## src/rtl/uart_peripheral.sv

```systemverilog
// uart_peripheral
//   Memory-mapped 8N1 UART sitting behind the memory map decoder as Device 3.
//   One TX shift engine, one RX oversampling engine and five word registers:
//     0 TXDATA (R/W)  1 TXCTRL (W)  2 STATUS (R)  3 RXDATA (R)  4 RXCLR (W)
//
// Ports
//   clk      system clock, all state changes on the rising edge
//   rst      synchronous active-high reset
//   Select   chip select from the decoder
//   Write    write strobe from the decoder, qualified by Select
//   Addr     word offset from the decoder, bits [2:0] decoded
//   DataIn   write data from the decoder
//   DataOut  combinational read data back to the decoder
//   rx       asynchronous serial input
//   tx       serial output, idles high
module uart_peripheral #(
   parameter int CLKS_PER_BIT = 434
) (
   input  logic        clk,
   input  logic        rst,
   input  logic        Select,
   input  logic        Write,
   input  logic [31:0] Addr,
   input  logic [31:0] DataIn,
   output logic [31:0] DataOut,
   input  logic        rx,
   output logic        tx
);

   localparam int BW = (CLKS_PER_BIT > 1) ? $clog2(CLKS_PER_BIT) : 1;
   localparam logic [BW-1:0] BAUD_LAST = BW'(CLKS_PER_BIT - 1);
   localparam logic [BW-1:0] HALF_LAST = BW'(CLKS_PER_BIT / 2 - 1);
   localparam logic [BW-1:0] BAUD_ONE  = BW'(1);

   localparam logic [2:0] REG_TXDATA = 3'd0;
   localparam logic [2:0] REG_TXCTRL = 3'd1;
   localparam logic [2:0] REG_STATUS = 3'd2;
   localparam logic [2:0] REG_RXDATA = 3'd3;
   localparam logic [2:0] REG_RXCLR  = 3'd4;

   typedef enum logic [1:0] {
      TX_IDLE,
      TX_START,
      TX_DATA,
      TX_STOP
   } tx_state_t;

   typedef enum logic [1:0] {
      RX_IDLE,
      RX_START,
      RX_DATA,
      RX_STOP
   } rx_state_t;

   // Bus decode
   logic [2:0] reg_sel;
   logic       wr_en;
   logic       tx_start_cmd;
   logic       clr_ready;
   logic       clr_err;
   logic       unused_bits;

   assign reg_sel      = Addr[2:0];
   assign wr_en        = Select & Write;
   assign tx_start_cmd = wr_en && (reg_sel == REG_TXCTRL) && DataIn[0];
   assign clr_ready    = wr_en && (reg_sel == REG_RXCLR) && DataIn[0];
   assign clr_err      = wr_en && (reg_sel == REG_RXCLR) && DataIn[1];
   assign unused_bits  = ^{Addr[31:3], DataIn[31:8]};

   // TX state
   tx_state_t     tx_state, tx_state_next;
   logic [BW-1:0] tx_baud, tx_baud_next;
   logic [2:0]    tx_idx, tx_idx_next;
   logic [7:0]    tx_shift, tx_shift_next;
   logic [7:0]    tx_buffer;
   logic          tx_line, tx_line_next;
   logic          tx_busy;

   // RX state
   logic          rx_meta, rx_sync;
   rx_state_t     rx_state, rx_state_next;
   logic [BW-1:0] rx_baud, rx_baud_next;
   logic [2:0]    rx_idx, rx_idx_next;
   logic [7:0]    rx_shift, rx_shift_next;
   logic          rx_done_good;
   logic          rx_done_bad;
   logic [7:0]    rx_data;
   logic          rx_ready;
   logic          rx_overrun;
   logic          frame_err;

   assign tx_busy = (tx_state != TX_IDLE);
   assign tx      = tx_line;

   // TX buffer: a TXDATA write only ever touches the buffer, so a frame
   // already loaded into the shift register is never disturbed.
   always_ff @(posedge clk) begin
      if (rst) begin
         tx_buffer <= 8'h00;
      end else if (wr_en && (reg_sel == REG_TXDATA)) begin
         tx_buffer <= DataIn[7:0];
      end
   end

   // TX next-state logic. The serial line value is derived from the next
   // state so it can be registered: tx then falls in the cycle right after
   // the TXCTRL write edge and never glitches between bit periods.
   always_comb begin
      tx_state_next = tx_state;
      tx_baud_next  = tx_baud;
      tx_idx_next   = tx_idx;
      tx_shift_next = tx_shift;
      case (tx_state)
         TX_IDLE: begin
            if (tx_start_cmd) begin
               tx_state_next = TX_START;
               tx_baud_next  = '0;
               tx_idx_next   = 3'd0;
               tx_shift_next = tx_buffer;
            end
         end
         TX_START: begin
            if (tx_baud == BAUD_LAST) begin
               tx_state_next = TX_DATA;
               tx_baud_next  = '0;
               tx_idx_next   = 3'd0;
            end else begin
               tx_baud_next = tx_baud + BAUD_ONE;
            end
         end
         TX_DATA: begin
            if (tx_baud == BAUD_LAST) begin
               tx_baud_next  = '0;
               tx_shift_next = {1'b0, tx_shift[7:1]};
               if (tx_idx == 3'd7) begin
                  tx_state_next = TX_STOP;
               end else begin
                  tx_idx_next = tx_idx + 3'd1;
               end
            end else begin
               tx_baud_next = tx_baud + BAUD_ONE;
            end
         end
         TX_STOP: begin
            if (tx_baud == BAUD_LAST) begin
               tx_state_next = TX_IDLE;
               tx_baud_next  = '0;
            end else begin
               tx_baud_next = tx_baud + BAUD_ONE;
            end
         end
         default: begin
            tx_state_next = TX_IDLE;
            tx_baud_next  = '0;
         end
      endcase

      case (tx_state_next)
         TX_START: tx_line_next = 1'b0;
         TX_DATA:  tx_line_next = tx_shift_next[0];
         default:  tx_line_next = 1'b1;
      endcase
   end

   // TX state register. Reset abandons any frame and drives the line high
   // on the following cycle without finishing a stop bit.
   always_ff @(posedge clk) begin
      if (rst) begin
         tx_state <= TX_IDLE;
         tx_baud  <= '0;
         tx_idx   <= 3'd0;
         tx_shift <= 8'h00;
         tx_line  <= 1'b1;
      end else begin
         tx_state <= tx_state_next;
         tx_baud  <= tx_baud_next;
         tx_idx   <= tx_idx_next;
         tx_shift <= tx_shift_next;
         tx_line  <= tx_line_next;
      end
   end

   // Two-flop synchronizer for the asynchronous rx pin. It resets to the
   // idle (high) level so leaving reset never looks like a start bit.
   always_ff @(posedge clk) begin
      if (rst) begin
         rx_meta <= 1'b1;
         rx_sync <= 1'b1;
      end else begin
         rx_meta <= rx;
         rx_sync <= rx_meta;
      end
   end

   // RX next-state logic. The start bit is re-checked half a bit after the
   // falling edge; every later sample is one full bit further on, which
   // places the data and stop samples near the middle of each bit.
   always_comb begin
      rx_state_next = rx_state;
      rx_baud_next  = rx_baud;
      rx_idx_next   = rx_idx;
      rx_shift_next = rx_shift;
      rx_done_good  = 1'b0;
      rx_done_bad   = 1'b0;
      case (rx_state)
         RX_IDLE: begin
            if (!rx_sync) begin
               rx_state_next = RX_START;
               rx_baud_next  = '0;
            end
         end
         RX_START: begin
            if (rx_baud == HALF_LAST) begin
               rx_baud_next = '0;
               rx_idx_next  = 3'd0;
               if (rx_sync) begin
                  rx_state_next = RX_IDLE;
               end else begin
                  rx_state_next = RX_DATA;
               end
            end else begin
               rx_baud_next = rx_baud + BAUD_ONE;
            end
         end
         RX_DATA: begin
            if (rx_baud == BAUD_LAST) begin
               rx_baud_next  = '0;
               rx_shift_next = {rx_sync, rx_shift[7:1]};
               if (rx_idx == 3'd7) begin
                  rx_state_next = RX_STOP;
               end else begin
                  rx_idx_next = rx_idx + 3'd1;
               end
            end else begin
               rx_baud_next = rx_baud + BAUD_ONE;
            end
         end
         RX_STOP: begin
            if (rx_baud == BAUD_LAST) begin
               rx_state_next = RX_IDLE;
               rx_baud_next  = '0;
               rx_done_good  = rx_sync;
               rx_done_bad   = ~rx_sync;
            end else begin
               rx_baud_next = rx_baud + BAUD_ONE;
            end
         end
         default: begin
            rx_state_next = RX_IDLE;
            rx_baud_next  = '0;
         end
      endcase
   end

   // RX state register
   always_ff @(posedge clk) begin
      if (rst) begin
         rx_state <= RX_IDLE;
         rx_baud  <= '0;
         rx_idx   <= 3'd0;
         rx_shift <= 8'h00;
      end else begin
         rx_state <= rx_state_next;
         rx_baud  <= rx_baud_next;
         rx_idx   <= rx_idx_next;
         rx_shift <= rx_shift_next;
      end
   end

   // Receive flags. Clears are applied first and frame completion second,
   // so a completion in the same cycle as an RXCLR write wins. Overrun looks
   // at rx_ready as it was before this edge.
   always_ff @(posedge clk) begin
      if (rst) begin
         rx_data    <= 8'h00;
         rx_ready   <= 1'b0;
         rx_overrun <= 1'b0;
         frame_err  <= 1'b0;
      end else begin
         if (clr_ready) begin
            rx_ready <= 1'b0;
         end
         if (clr_err) begin
            rx_overrun <= 1'b0;
            frame_err  <= 1'b0;
         end
         if (rx_done_good) begin
            rx_data  <= rx_shift;
            rx_ready <= 1'b1;
            if (rx_ready) begin
               rx_overrun <= 1'b1;
            end
         end
         if (rx_done_bad) begin
            frame_err <= 1'b1;
         end
      end
   end

   // Read mux: write-only and out-of-range offsets read as zero
   always_comb begin
      DataOut = 32'h0;
      if (Select) begin
         case (reg_sel)
            REG_TXDATA: DataOut = {24'h0, tx_buffer};
            REG_STATUS: DataOut = {28'h0, frame_err, rx_overrun, rx_ready, tx_busy};
            REG_RXDATA: DataOut = {24'h0, rx_data};
            default:    DataOut = 32'h0;
         endcase
      end
   end

endmodule

```

## config.mk

```make
export PLATFORM = sky130hd
export DESIGN_NAME = uart_peripheral
export DESIGN_NICKNAME = d
export VERILOG_FILES = /design/src/rtl/uart_peripheral.sv
export SDC_FILE = /design/constraint.sdc
export NUM_CORES = 1
export LEC_CHECK = 0
export CORE_AREA = 2 2 95 97
export DETAILED_ROUTE_END_ITERATION = 7
export DIE_AREA = 0 0 97 99
export GPL_TIMING_DRIVEN = 0
export MAX_ROUTING_LAYER = met4
export PLACE_DENSITY = 0.68
export SYNTH_ARGS = -nofsm -noshare
export SYNTH_HDL_FRONTEND = slang
export SYNTH_SLANG_ARGS = --single-unit
export TNS_END_PERCENT = 20
```

## constraint.sdc

```tcl
create_clock -name clk -period 4.55 [get_ports clk]
set_input_delay 0.91 -clock clk [delete_from_list [all_inputs] [get_ports clk]]
set_output_delay 0.91 -clock clk [all_outputs]
set_load 0.01 [all_outputs]
```

Word level (Yosys, flattened, before mapping)
Cells that the tools add are included.
Storage, ports and cells
  register bits after elaboration: 66
  output and inout port bits: 33
Operators by class
  $add $sub $neg: 4
  equality and inequality tests: 27
  muxes and demuxes: 46
  bitwise operators: 2
  reductions and logical operators: 22
Operators by type and width (count)
  2-to-1 mux 9 bit: 5
  one-hot mux 9 bit (3 select lines): 1
  2-to-1 mux 8 bit: 3
  one-hot mux 8 bit (3 select lines): 1
  2-to-1 mux 2 bit: 11
  2-to-1 mux 3 bit: 7
  != test 2 bit (second input constant): 10
  adder 9 x 1 -> 9 bit (second input constant): 2
  == test 9 bit (second input constant): 2
  one-hot mux 9 bit (2 select lines): 1
  one-hot mux 2 bit (4 select lines): 2
  one-hot mux 8 bit (2 select lines): 1
  2-to-1 mux 1 bit: 11
  == test 2 bit (second input constant): 5
  AND reduction 5 bit: 2
  nonzero test 2 bit: 5
  == test 3 bit (second input constant): 3
  == test 9 x 8 -> 1 bit (second input constant): 1
  one-hot mux 3 bit (3 select lines): 1
  adder 3 x 1 -> 3 bit (second input constant): 2
  == test 2 x 1 -> 1 bit (second input constant): 3
  == test 3 x 2 -> 1 bit (second input constant): 2
  logical AND 1 bit: 6
  one-hot mux 3 bit (2 select lines): 1
  other kinds (12): 13

Depth between registers and ports, before layout
  depth in word-level cells: 7
  gate-level depth with buffers: 8
  gate-level depth less buffers: 7

Worst setup path after synthesis
OpenSTA, ideal clock, no wires.
  path kind: input port to output port
  start point: input port Addr[0]
  end point: output port DataOut[2]
  arrival: 1.738 ns
  data required time: 3.640 ns
  slack: 1.902 ns
  stages: 4
  path buffers: 1
  cells stage by stage: clkbuf_1 mux2_2 a22oi_1 nor2_1
On the way
  longest elaborated chain between the ends: 3
  elaborated cells between the ends (all ways): 5
Ends and longest elaborated chain
  start: declaration: line 23  | input logic [31:0] Addr,
  == test 3 x 2 -> 1 bit or zero test 3 bit (tied branches): line 304  | case (reg_sel)
  one-hot mux 8 bit (3 select lines) (*): line 304
  2-to-1 mux 8 bit (*): line 303  | if (Select) begin
  end: declaration: line 25  | output logic [31:0] DataOut,
Every way passes the cells marked *; elsewhere a longest branch is shown, timed or not.

Final worst setup path
Ends and elaborated chain as after synthesis.

==> flow_summary.ini <==
[outcome]
status = complete, no violations

[power_and_ir_drop]
clockPowerShare = 0.449
cell_internal_pwr_uw = 934
comb_power_share = 0.072
netSwitchingFraction = 0.238
ir_drop_v = 0.000172
leakage_uw = 0.00162
seq_power_share = 0.480
switchingPower_uw = 292
p_per_area_nw_per_um2 = 300

[route]
drc_errors = 0
wl_mm = 7.15
antenna_left = 0
drt-wirelength-per-cell_um = 12.7
dr.pass1.iters = 4
drtIter0Drc = 118
avgViaCountPerCell = 4.98
dr_total_vias = 2794

[global_routing]
grt_max_degree = 14
grt_pass1_vias = 2613
met2_usage = 0.256
antenna_found_initial = 0
gr-total-overflow = 0
use_met1 = 0.201
grt.busiest_layer = met2
grt_use_total = 0.161
grt_pass1_wl_mm = 12.3
use_met3 = 0.0482

[finish]
n_antenna_cell = 0
fin_cells = 561
area_growth_pct = 19.5
layout.nets = 526
finish.utilization = 0.478
drive_gt1_frac = 0.163

[clocking]
cts_root_buf = clkbuf_8
htree_levels = 3
cts.path.max_buffers = 2
cts_tree = built
postCtsResizedCells = 0
postCtsHoldBufs = 0
numCtsBuffers = 9
cts.sinks = 66
clk_pin_slew_worst_paths_ps = 70
clk_latency_ps = 340
cts_setup_buffers = 0

[floorplan]
dieArea_sq_um = 9600
ios = 102
core_area_sq_um = 8550
start_util = 0.400
dieHeight_um = 99
chipWidth_um = 97
rows = 34

[timing]
worst_slack_ps = 656
rsz0062_at_grt = false
skew_ps = 7.46
relSlewSlack = 0.498
tns_ps = 0
min_period_ps = 3890
report.final.setup_viol = 0
fmax_mhz = 257
period_share = 0.856
drv_slew = 0
hold_violations = 0
worst_pin_slew_ps = 746

[synthesis]
synth_ff_type = dfxtp_1
yosys.area.top_type = dfxtp_1
netlist.area_leader.share = 0.386
ys_async_sr_fraction = 0
syn_area_per_cell_sq_um = 8.72
synth_cell_types = 61
synth_top_cells_by_area = dfxtp_1 39%, buf_4 5.5%, a21oi_1 5.4%
syn-cell-area_sq_um = 3420
ys_seq_elements = 66
yosysWarningCount = 0
synth_edf_count = 0
synth_seq_area_share = 0.386
syn_inst = 392

[critical_path]
critPathKind = in2out
cpMostUsedCell = clkdlybuf4s50_1
crit_slowest_cell = clkdlybuf4s50_1
critPathMaxFanout = 10
arrival_ps = 2980
max_stage_delay_ps = 590
cp_cell_sequence = clkdlybuf4s50_1 > clkbuf_1 > mux2_2 > a22oi_1 > nor2_1 > clkdlybuf4s50_1
startpoint_type = input port
crit_required_ps = 3640
endpoint_kind = output port

[place]
gp_congestion = 0.812
placedCellCount = 545
post-dp-hpwl_mm = 5.30
io_buffers = 22
place_ws_ps = 674

[worst_hold_path]
hold_path.class = reg2reg

[job]
drv_cap = 0
[power groups by stage]
stage / clock network, uW / logic (uW) / registers [uW]
final: 550 / 87.8 / 588
after global routing: 583 / 97.2 / 590
after CTS: 561 / 87.8 / 588
after detailed placement: 0 / 87.2 / 602
after global placement: 0 / 86.5 / 602
after floorplan: 0 / 61.5 / 600
[sequential cells by signal (all words and copies together), names as in the netlist, 2 cells and up, named ones only]
name and cells:
rx_baud 9, tx_baud 9, rx_data 8, rx_shift 8, tx_buffer 8, tx_shift 8
rx_idx 3, tx_idx 3, tx_state 2
[critical path, delay by kind of cell]
| family | cells | cell delay, ps |
|---|---|---|
| muxes | 1 | 400 |
| AOI/OAI and AO/OA | 1 | 170 |
| buffers and inverters | 3 | 1440 |
| and+or+nand+nor | 1 | 60 |
[routing by layer]
layer / up-vias / part of all wire / routed length [um]
met3: 7 / 0.038 / 274
met1: 1303 / 0.49 / 3490
li1: 1444 / - / -
met2: 40 / 0.46 / 3310
met5: - / 0 / 0
met4: 0 / 0.011 / 76
[final cells by class]
| type | count | area, sq um |
|---|---|---|
| buffer | 41 | 275 |
| clock buffer | 9 | 124 |
| clock inverter | 7 | 101 |
| fill | 816 | 4460 |
| inverter | 9 | 33.8 |
| multi-input combinational | 299 | 1880 |
| sequential | 66 | 1320 |
| tap | 108 | 135 |
| timing repair buffer | 22 | 220 |
[final timing paths]
| check | start | end | slack (ps) | cells past startpoint |
|---|---|---|---|---|
| max | Addr[0] | DataOut[2] | 660 | 6 |
| min | rx_meta | rx_sync | 420 | 1 |
| max reg2reg | tx_baud[0] | tx_baud[6] | 2650 | 6 |
| min reg2reg | rx_meta | rx_sync | 420 | 1 |
[placed cells by master (no fill, tap or decap), types with 2 or more instances in the layout]
master,instances
and3_1,7
nand2_1,36
dfxtp_1,66
nor2_1,48
clkbuf_8,9
buf_2,5
or2_2,4
mux2i_1,17
clkdlybuf4s50_1,22
inv_1,9
nand4bb_4,2
a2bb2oi_1,2
mux2_2,2
nor3_1,3
buf_6,2
bufinv_16,2
nand2b_1,5
a311oi_1,3
a21oi_1,37
nor2_2,2
clkbuf_1,7
conb_1,24
nand4_1,3
inv_6,2
xnor2_1,2
nand3_1,23
xor2_1,2
clkinvlp_4,2
a22oi_1,12
nor3b_1,3
buf_4,25
a22o_1,5
nor4_1,3
nand3b_1,6
o21ai_0,9
nor2b_1,3
ha_1,9
[synthesized netlist by cell type (4+ instances only)]
library cell	n
a22o_1	5
dfxtp_1	66
nand3b_1	6
a21oi_1	37
a22oi_1	12
o21ai_0	9
ha_1	9
nor2_1	48
or2_2	4
and3_1	7
mux2i_1	17
nand2_1	36
buf_4	25
nand3_1	23
clkbuf_1	7
buf_2	5
inv_1	9
nand2b_1	5
[stage by stage]
stage	hold slack (ps)	cell area, sq um	total power (uW)
floorplan	389	3510	662
global placement	399	3860	688
detailed placement	397	3860	689
CTS	417	4090	1240
global route	435	4090	1270
finish	416	4090	1230
[cells by family (layout without fill, tap and decap cells)]
logic type               Yosys count  after routing  synth area share
XOR/XNOR                           4              4            0.0102
multiplexers                      19             19            0.0563
AND/OR/NAND/NOR                  165            165             0.275
flip-flops                        66             66             0.386
buffers and inverters             50             88            0.0904
AO/OA/AOI/OAI                     78             78             0.148
other                              1             24           0.00110
adder cells (fa/ha/maj)            9              9            0.0329
Power figures use the tool's default switching activity.
